### src/rtl/alu_result_stage.sv
// alu_result_stage
// Two-entry registered buffer between the ALU and writeback. Holds each ALU
// result with its destination tag, owns the architectural HI register (loaded
// only when a divide retires) and pulses br_taken when a compare with NZ set
// retires.
//
// Handshake: a transfer happens on a rising edge where valid and ready are
// both 1 at that edge. in_ready is simply "not full" and never looks at
// out_ready, so there is no combinational path from writeback back to the ALU.
// flush wins over both handshakes in the cycle it is asserted.
module alu_result_stage #(
  parameter int DEPTH = 2,
  parameter int RD_W  = 3
) (
  input  logic            clk,
  input  logic            rst_n,
  input  logic            flush,
  input  logic            in_valid,
  output logic            in_ready,
  input  logic [3:0]      in_aluop,
  input  logic [15:0]     in_lo,
  input  logic [15:0]     in_hi,
  input  logic            in_nz,
  input  logic [RD_W-1:0] in_rd,
  input  logic            in_wen,
  output logic            out_valid,
  input  logic            out_ready,
  output logic [15:0]     out_data,
  output logic [RD_W-1:0] out_rd,
  output logic            out_wen,
  output logic [15:0]     hi_reg,
  output logic            br_taken
);

  localparam logic [3:0] OP_DIV = 4'b0011;
  localparam logic [3:0] OP_CMP = 4'b1010;
  localparam logic [1:0] FULL_COUNT = 2'(DEPTH);

  // Entry storage, one array per field
  logic [3:0]      r_aluop [DEPTH];
  logic [15:0]     r_lo    [DEPTH];
  logic [15:0]     r_hi    [DEPTH];
  logic            r_nz    [DEPTH];
  logic [RD_W-1:0] r_rd    [DEPTH];
  logic            r_wen   [DEPTH];

  logic            r_wr_ptr;
  logic            r_rd_ptr;
  logic [1:0]      r_count;
  logic [15:0]     r_hi_reg;

  logic            w_push;
  logic            w_pop;
  logic [3:0]      w_head_op;

  // Handshake qualification; flush suppresses both transfers
  always_comb begin
    in_ready  = (r_count != FULL_COUNT);
    out_valid = (r_count != 2'd0);
    w_push    = in_valid & in_ready & ~flush;
    w_pop     = out_valid & out_ready & ~flush;
    w_head_op = r_aluop[r_rd_ptr];
  end

  // Entry write at the tail; fields of dropped pushes are never written
  always_ff @(posedge clk or negedge rst_n) begin
    if (!rst_n) begin
      for (int i = 0; i < DEPTH; i++) begin
        r_aluop[i] <= 4'h0;
        r_lo[i]    <= 16'h0000;
        r_hi[i]    <= 16'h0000;
        r_nz[i]    <= 1'b0;
        r_rd[i]    <= '0;
        r_wen[i]   <= 1'b0;
      end
    end else if (w_push) begin
      r_aluop[r_wr_ptr] <= in_aluop;
      r_lo[r_wr_ptr]    <= in_lo;
      r_hi[r_wr_ptr]    <= in_hi;
      r_nz[r_wr_ptr]    <= in_nz;
      r_rd[r_wr_ptr]    <= in_rd;
      r_wen[r_wr_ptr]   <= in_wen;
    end
  end

  // Pointer and occupancy bookkeeping; 1-bit pointers wrap naturally
  always_ff @(posedge clk or negedge rst_n) begin
    if (!rst_n) begin
      r_wr_ptr <= 1'b0;
      r_rd_ptr <= 1'b0;
      r_count  <= 2'd0;
    end else if (flush) begin
      r_wr_ptr <= 1'b0;
      r_rd_ptr <= 1'b0;
      r_count  <= 2'd0;
    end else begin
      if (w_push) r_wr_ptr <= r_wr_ptr + 1'b1;
      if (w_pop)  r_rd_ptr <= r_rd_ptr + 1'b1;
      r_count <= r_count + {1'b0, w_push} - {1'b0, w_pop};
    end
  end

  // Architectural HI: only a retiring divide may change it
  always_ff @(posedge clk or negedge rst_n) begin
    if (!rst_n) begin
      r_hi_reg <= 16'h0000;
    end else if (w_pop && (w_head_op == OP_DIV)) begin
      r_hi_reg <= r_hi[r_rd_ptr];
    end
  end

  // Head presentation; a compare never writes a register
  always_comb begin
    out_data = r_lo[r_rd_ptr];
    out_rd   = r_rd[r_rd_ptr];
    out_wen  = r_wen[r_rd_ptr] & (w_head_op != OP_CMP);
    hi_reg   = r_hi_reg;
    br_taken = w_pop & (w_head_op == OP_CMP) & r_nz[r_rd_ptr];
  end

endmodule

### config.mk
export PLATFORM = sky130hd
export DESIGN_NAME = alu_result_stage
export DESIGN_NICKNAME = d
export VERILOG_FILES = /design/src/rtl/alu_result_stage.sv
export SDC_FILE = /design/constraint.sdc
export NUM_CORES = 1
export LEC_CHECK = 0
export ABC_AREA = 1
export CORE_UTILIZATION = 57
export DETAILED_ROUTE_END_ITERATION = 6
export DONT_BUFFER_PORTS = 1
export PLACE_DENSITY = 0.75
export SYNTH_ARGS = -nofsm -noshare
export SYNTH_HDL_FRONTEND = slang
export SYNTH_SLANG_ARGS = --single-unit
### constraint.sdc
create_clock -name clk -period 1.4 [get_ports clk]
set_input_delay 0.28 -clock clk [delete_from_list [all_inputs] [get_ports clk]]
set_output_delay 0.28 -clock clk [all_outputs]
set_load 0.01 [all_outputs]
* Word level (Yosys, flattened, before mapping) *
Index checks and enable logic that the tools add are counted.

storage, ports and cells
  flip-flop bits (word level) = 102
  output and inout bits = 39

cells by class
  add/subtract/negate cells = 4
  magnitude comparators = 3
  equal/unequal tests = 4
  multiplexer cells = 37
  bitwise gates (word level) = 10
  reductions and logical operators = 5

operators with widths
  operator                                                   count
  two-way mux 16 bit                                         7
  bitwise mux 32 bit                                         2
  demux 16 bit (select 1 bit)                                1
  two-way mux 4 bit                                          4
  two-way mux 3 bit                                          4
  two-way mux 1 bit                                          11
  bitwise mux 8 bit                                          1
  AND 1 bit                                                  7
  bitwise mux 6 bit                                          1
  nonzero test 2 bit                                         3
  bitwise mux 2 bit                                          2
  demux 4 bit (select 1 bit)                                 1
  equality test 4 x 2 -> 1 bit (second input constant)       1
  equality test 4 bit (second input constant)                1
  greater-or-equal comparator 2 bit (second input constant)  2
  inequality test 4 bit (second input constant)              1
  NOT 1 -> 2 bit                                             2
  demux 3 bit (select 1 bit)                                 1
  adder 1 bit (second input constant)                        2
  adder 2 x 1 -> 2 bit                                       1
  logical AND 1 bit                                          2
  < comparator 2 x 1 -> 1 bit (second input constant)        1
  two-way mux 2 bit                                          1
  inequality test 2 bit (second input constant)              1
  3 further kinds                                            3

* Longest topological paths before layout *
  depth after elaboration = 7
  gate-level depth with buffers = 9
  depth with buffers taken out = 8

* Worst setup path before layout *
No wires, ideal clock.

  path type = register to output
  start = register r_rd_ptr
  end = output port br_taken
  arrival = 1,188 ps
  setup slack = -68 ps
  cell stages (with the launch flop) = 7
  buffers on the path = 3
  path through = dfrtp_1 -> buf_6 -> inv_8 -> buf_6 -> buf_4 -> a21boi_0 -> nor3_1

on the way
  longest elaborated chain between the ends = 7

RTL lines
  what                                                  line     source
  from (decl)                                           48       logic r_rd_ptr;
  from (signal assigned)                                98       if (w_pop) r_rd_ptr <= r_rd_ptr + 1'b1;
  NOT 1 -> 2 bit (implied by the code) (*)              62, 118
  two-way mux 4 bit (implied by the code) (3 in a row)  62       w_head_op = r_aluop[r_rd_ptr];
  equality test 4 bit                                   118      br_taken = w_pop & (w_head_op == OP_CMP) & r_nz[r_rd_ptr];
  AND 1 bit                                             118
  AND 1 bit (*)                                         118
  to (decl)                                             32       output logic br_taken

Every way passes the cells marked *; elsewhere a longest branch is shown, timed or not. The select of a mux whose other input is x is not followed.

* Worst setup path in the final report *
  start = register r_rd_ptr
  end = output port out_data[15]

on the way
  longest elaborated chain between the ends = 4

RTL lines
  what                                                   line  source
  NOT 1 -> 2 bit (implied by the code)                   114   out_data = r_lo[r_rd_ptr];
  two-way mux 16 bit (implied by the code) (3 in a row)  114
  to (decl)                                              28    output logic [15:0] out_data,

No other way between the ends. The select of a mux whose other input is x is not followed.

==> flow_summary_export.csv <==
group,metric,value,unit
worst_setup_path,reg2regPathDepth,9,
layout,nNetsFinal,639,
die,rows,33,
sta,setup_viol,103,
die,die_w,95.7,um
routing,drt-total-wl,12700,um
die,core,8340,um2
synth,yosys_warnings,0,
synth,post_synth_inst_count,549,
placement,post-place-ws,-0.0555,ns
layout,multi_input_area,2470,um2
worst_setup_path,cp-start-kind,"flip-flop",
routing,viasPerCell,5.46,
min_path,hold_class,"primary input to asynchronous set/reset pin",
cts,clock-root-buffer,"clkbuf_8",
sta,skew,0.0122,ns
sta,worstMarginPinSlew,0.261,ns
sta,layout_setup_ws,-0.330,ns
cts,ctsLongestPathBuffers,2,
die,io_pins,85,
synth,synth_top_area_share,51.0,%
sta,fmax,578,MHz
sta,final-hold-violation-count,102,
layout,fillCellCount,522,
synth,async_flop_share,100,%
cts,clkLatencyLatePin,0.37,ns
cts,cts_tree,"yes",
layout,seq_area,2550,um2
cts,cts_buffers,9,
synth,synth_top_area_cell,"dfrtp_1",
sta,rsz0062_at_grt,"true",
sta,fin_hold_ws,-0.406,ns
routing,firstDrtPassIters,4,
sta,finalMaxSlewViolations,0,
worst_setup_path,cpMostUsedCell,"buf_6",
pwr,power.density,1670,nW/um2
synth,synthDistinctLibCells,30,
die,die_area,9160,um2
routing,num_vias,3830,
worst_setup_path,cpMaxStageDelayCell,"dfrtp_2",
worst_setup_path,crit_chain,"buf_6 > inv_8 > buf_6 > clkbuf_16 > nand2_1 > nand2_2",
synth,yosysSeqAreaShare,51.0,%
sta,period_share,124,%
cts,path_clk_slew,0.10,ns
placement,place.detailed.hpwl,6250,um
layout,syn_to_final_growth,27.3,%
worst_setup_path,worstPathMaxFanout,6,
synth,syn_area_per_cell,9.12,um2
routing,drt_iter0_drc,287,
worst_setup_path,cp-end-kind,"output port",
global_routing,grt_pass1_wl,15700,um
worst_setup_path,required,1.12,ns
pwr,vdd_ir_drop_max,0.984,mV
sta,layout_min_cycle_time,1.73,ns
global_routing,antenna_found_initial,0,
job,drv_cap,0,
pwr,p_leak,3.23,nW
synth,synthTopCellsByArea,"dfrtp_1, nand2_1, o21ai_2",
placement,portBuffers,0,
synth,synth_flop_cell,"dfrtp_1",
global_routing,grt_usage,22.6,%
global_routing,grt_max_degree,103,
global_routing,grt_pass1_vias,3272,
synth,syn_nets,597,
die,die_h,95.7,um
sta,tns,-12.79,ns
cts,htree_levels,3,
placement,gp_congestion,0.796,
run_status,violations,"negative hold slack, negative setup slack",
synth,ys_seq_elements,102,
run_status,status,"complete, but fails checks",
layout,diodes,0,
routing,drc,0,
routing,post_drt_wl_per_cell,18.1,um
routing,ant_nets,0,
synth,syn_area,5000,um2
worst_setup_path,worstPathArrival,1.45,ns
worst_setup_path,slowest_delay,0.44,ns
die,start_util,60.0,%
cts,cts_sinks,102,
global_routing,grt-ovfl-total,0,
layout,layout-drive-gt1-share,46.8,%
cts,hold_buffers,1,
worst_setup_path,path_class,"flip-flop to output port",
sta,slew_headroom,82.4,%
synth,synth-edff-count,0,
[layout by cell type, fill, tap and decap left out, drive strengths merged]
master	netlist	final
a21boi	1	1
nand3	22	22
nor3	4	4
nand4	2	2
inv	54	55
xor2	1	1
dlygate4sd3	0	1
nor2	5	5
clkbuf	1	19
nand3b	1	1
xnor2	1	1
clkinv	0	4
dfrtp	102	102
and2	1	1
o21ai	82	82
nand2	241	241
buf	28	50
bufinv	0	1
ha	2	2
a21oi	1	1
[area by class of cell]
type	count	area share, %
Timing Repair inverter	1	0.0982
Inverter	54	3.38
Clock inverter	5	0.903
Multi-Input combinational cell	364	38.7
Tap cell	105	2.06
Clock buffer	11	2.38
Timing Repair Buffer	59	12.4
Sequential cell	102	40.1
[cells by family after synthesis]
kind of cell | Yosys count | synth area share (%)
xor gates and xnor gates | 2 | 0.350
AOI/OAI and AO/OA | 84 | 14.1
DFF | 102 | 51.0
and+or+nand+nor | 276 | 24.3
buffers and inverters | 83 | 9.82
adders and majority gates | 2 | 0.500
[through the flow]
step           area, um2  utilization [%]  power, mW  hold WS [ns]  std cells
2_1_floorplan       5020                -       6.69       -0.0156        549
3_3_place_gp        5130             61.5       7.11       -0.0125        650
3_5_place_dp        5130             61.5       7.27       -0.0132        650
4_1_cts             5550             66.6       9.46        -0.412        679
5_1_grt             6370             76.4       11.2        -0.431        701
6_report            6370             76.4       10.6        -0.406        701
[power by group]
group	leakage (nW)	total, mW	internal (mW)	switching, mW
clock	0.109	1.94	0.925	1.02
combinational	1.82	3.86	1.82	2.04
sequential	1.30	4.82	3.91	0.909
[routing by layer]
| metal | GRT usage (%) | routed length (um) | vias up |
|---|---|---|---|
| li1 | - | - | 1795 |
| met1 | 30.4 | 5040 | 1858 |
| met2 | 35.5 | 6460 | 138 |
| met3 | 6.00 | 763 | 39 |
| met4 | 8.21 | 391 | 0 |
| met5 | 0 | 0 | - |
[critical path: cells and delay by family, from the launching register on]
family        cells  cell delay, ns
flops             1            0.44
simple gates      2            0.15
buf+inv           4            0.49
[repair_timing]
action / in CTS / in global routing
pin swaps: 4 / 13
setup buffers: 12 / 8
endpoints found under the setup margin: 24 / 100
cloned: 1 / 14
hold endpoints to repair: 105 / 102
resized for setup: 38 / 136
[cells in the mapped netlist, types with 2 or more instances]
library cell	instances
o21ai_1	7
o21ai_2	75
nand2_4	2
nand2_2	13
buf_8	2
nor2_4	2
nor2_1	3
nand4_4	2
ha_1	2
buf_6	17
buf_4	3
nor3_1	3
dfrtp_1	102
inv_1	51
nand3_1	20
nand2_1	226
buf_2	6
[final timing paths]
kind / slack, ns / end / startpoint
setup / recovery: -0.33 / out_data[15] / r_rd_ptr$_DFFE_PN0P_
hold / removal: -0.41 / r_hi[20]$_DFFE_PN0P_ / rst_n
setup reg to reg: -0.23 / hi_reg[14]$_DFFE_PN0P_ / r_rd_ptr$_DFFE_PN0P_
hold reg to reg: 0.49 / r_hi[17]$_DFFE_PN0P_ / r_hi[17]$_DFFE_PN0P_
max in group asynchronous: 1.68 / r_hi[15]$_DFFE_PN0P_ / rst_n
min in group clk: 0.06 / r_lo[24]$_DFFE_PN0P_ / in_lo[8]
(Power assumes the default switching activity.)
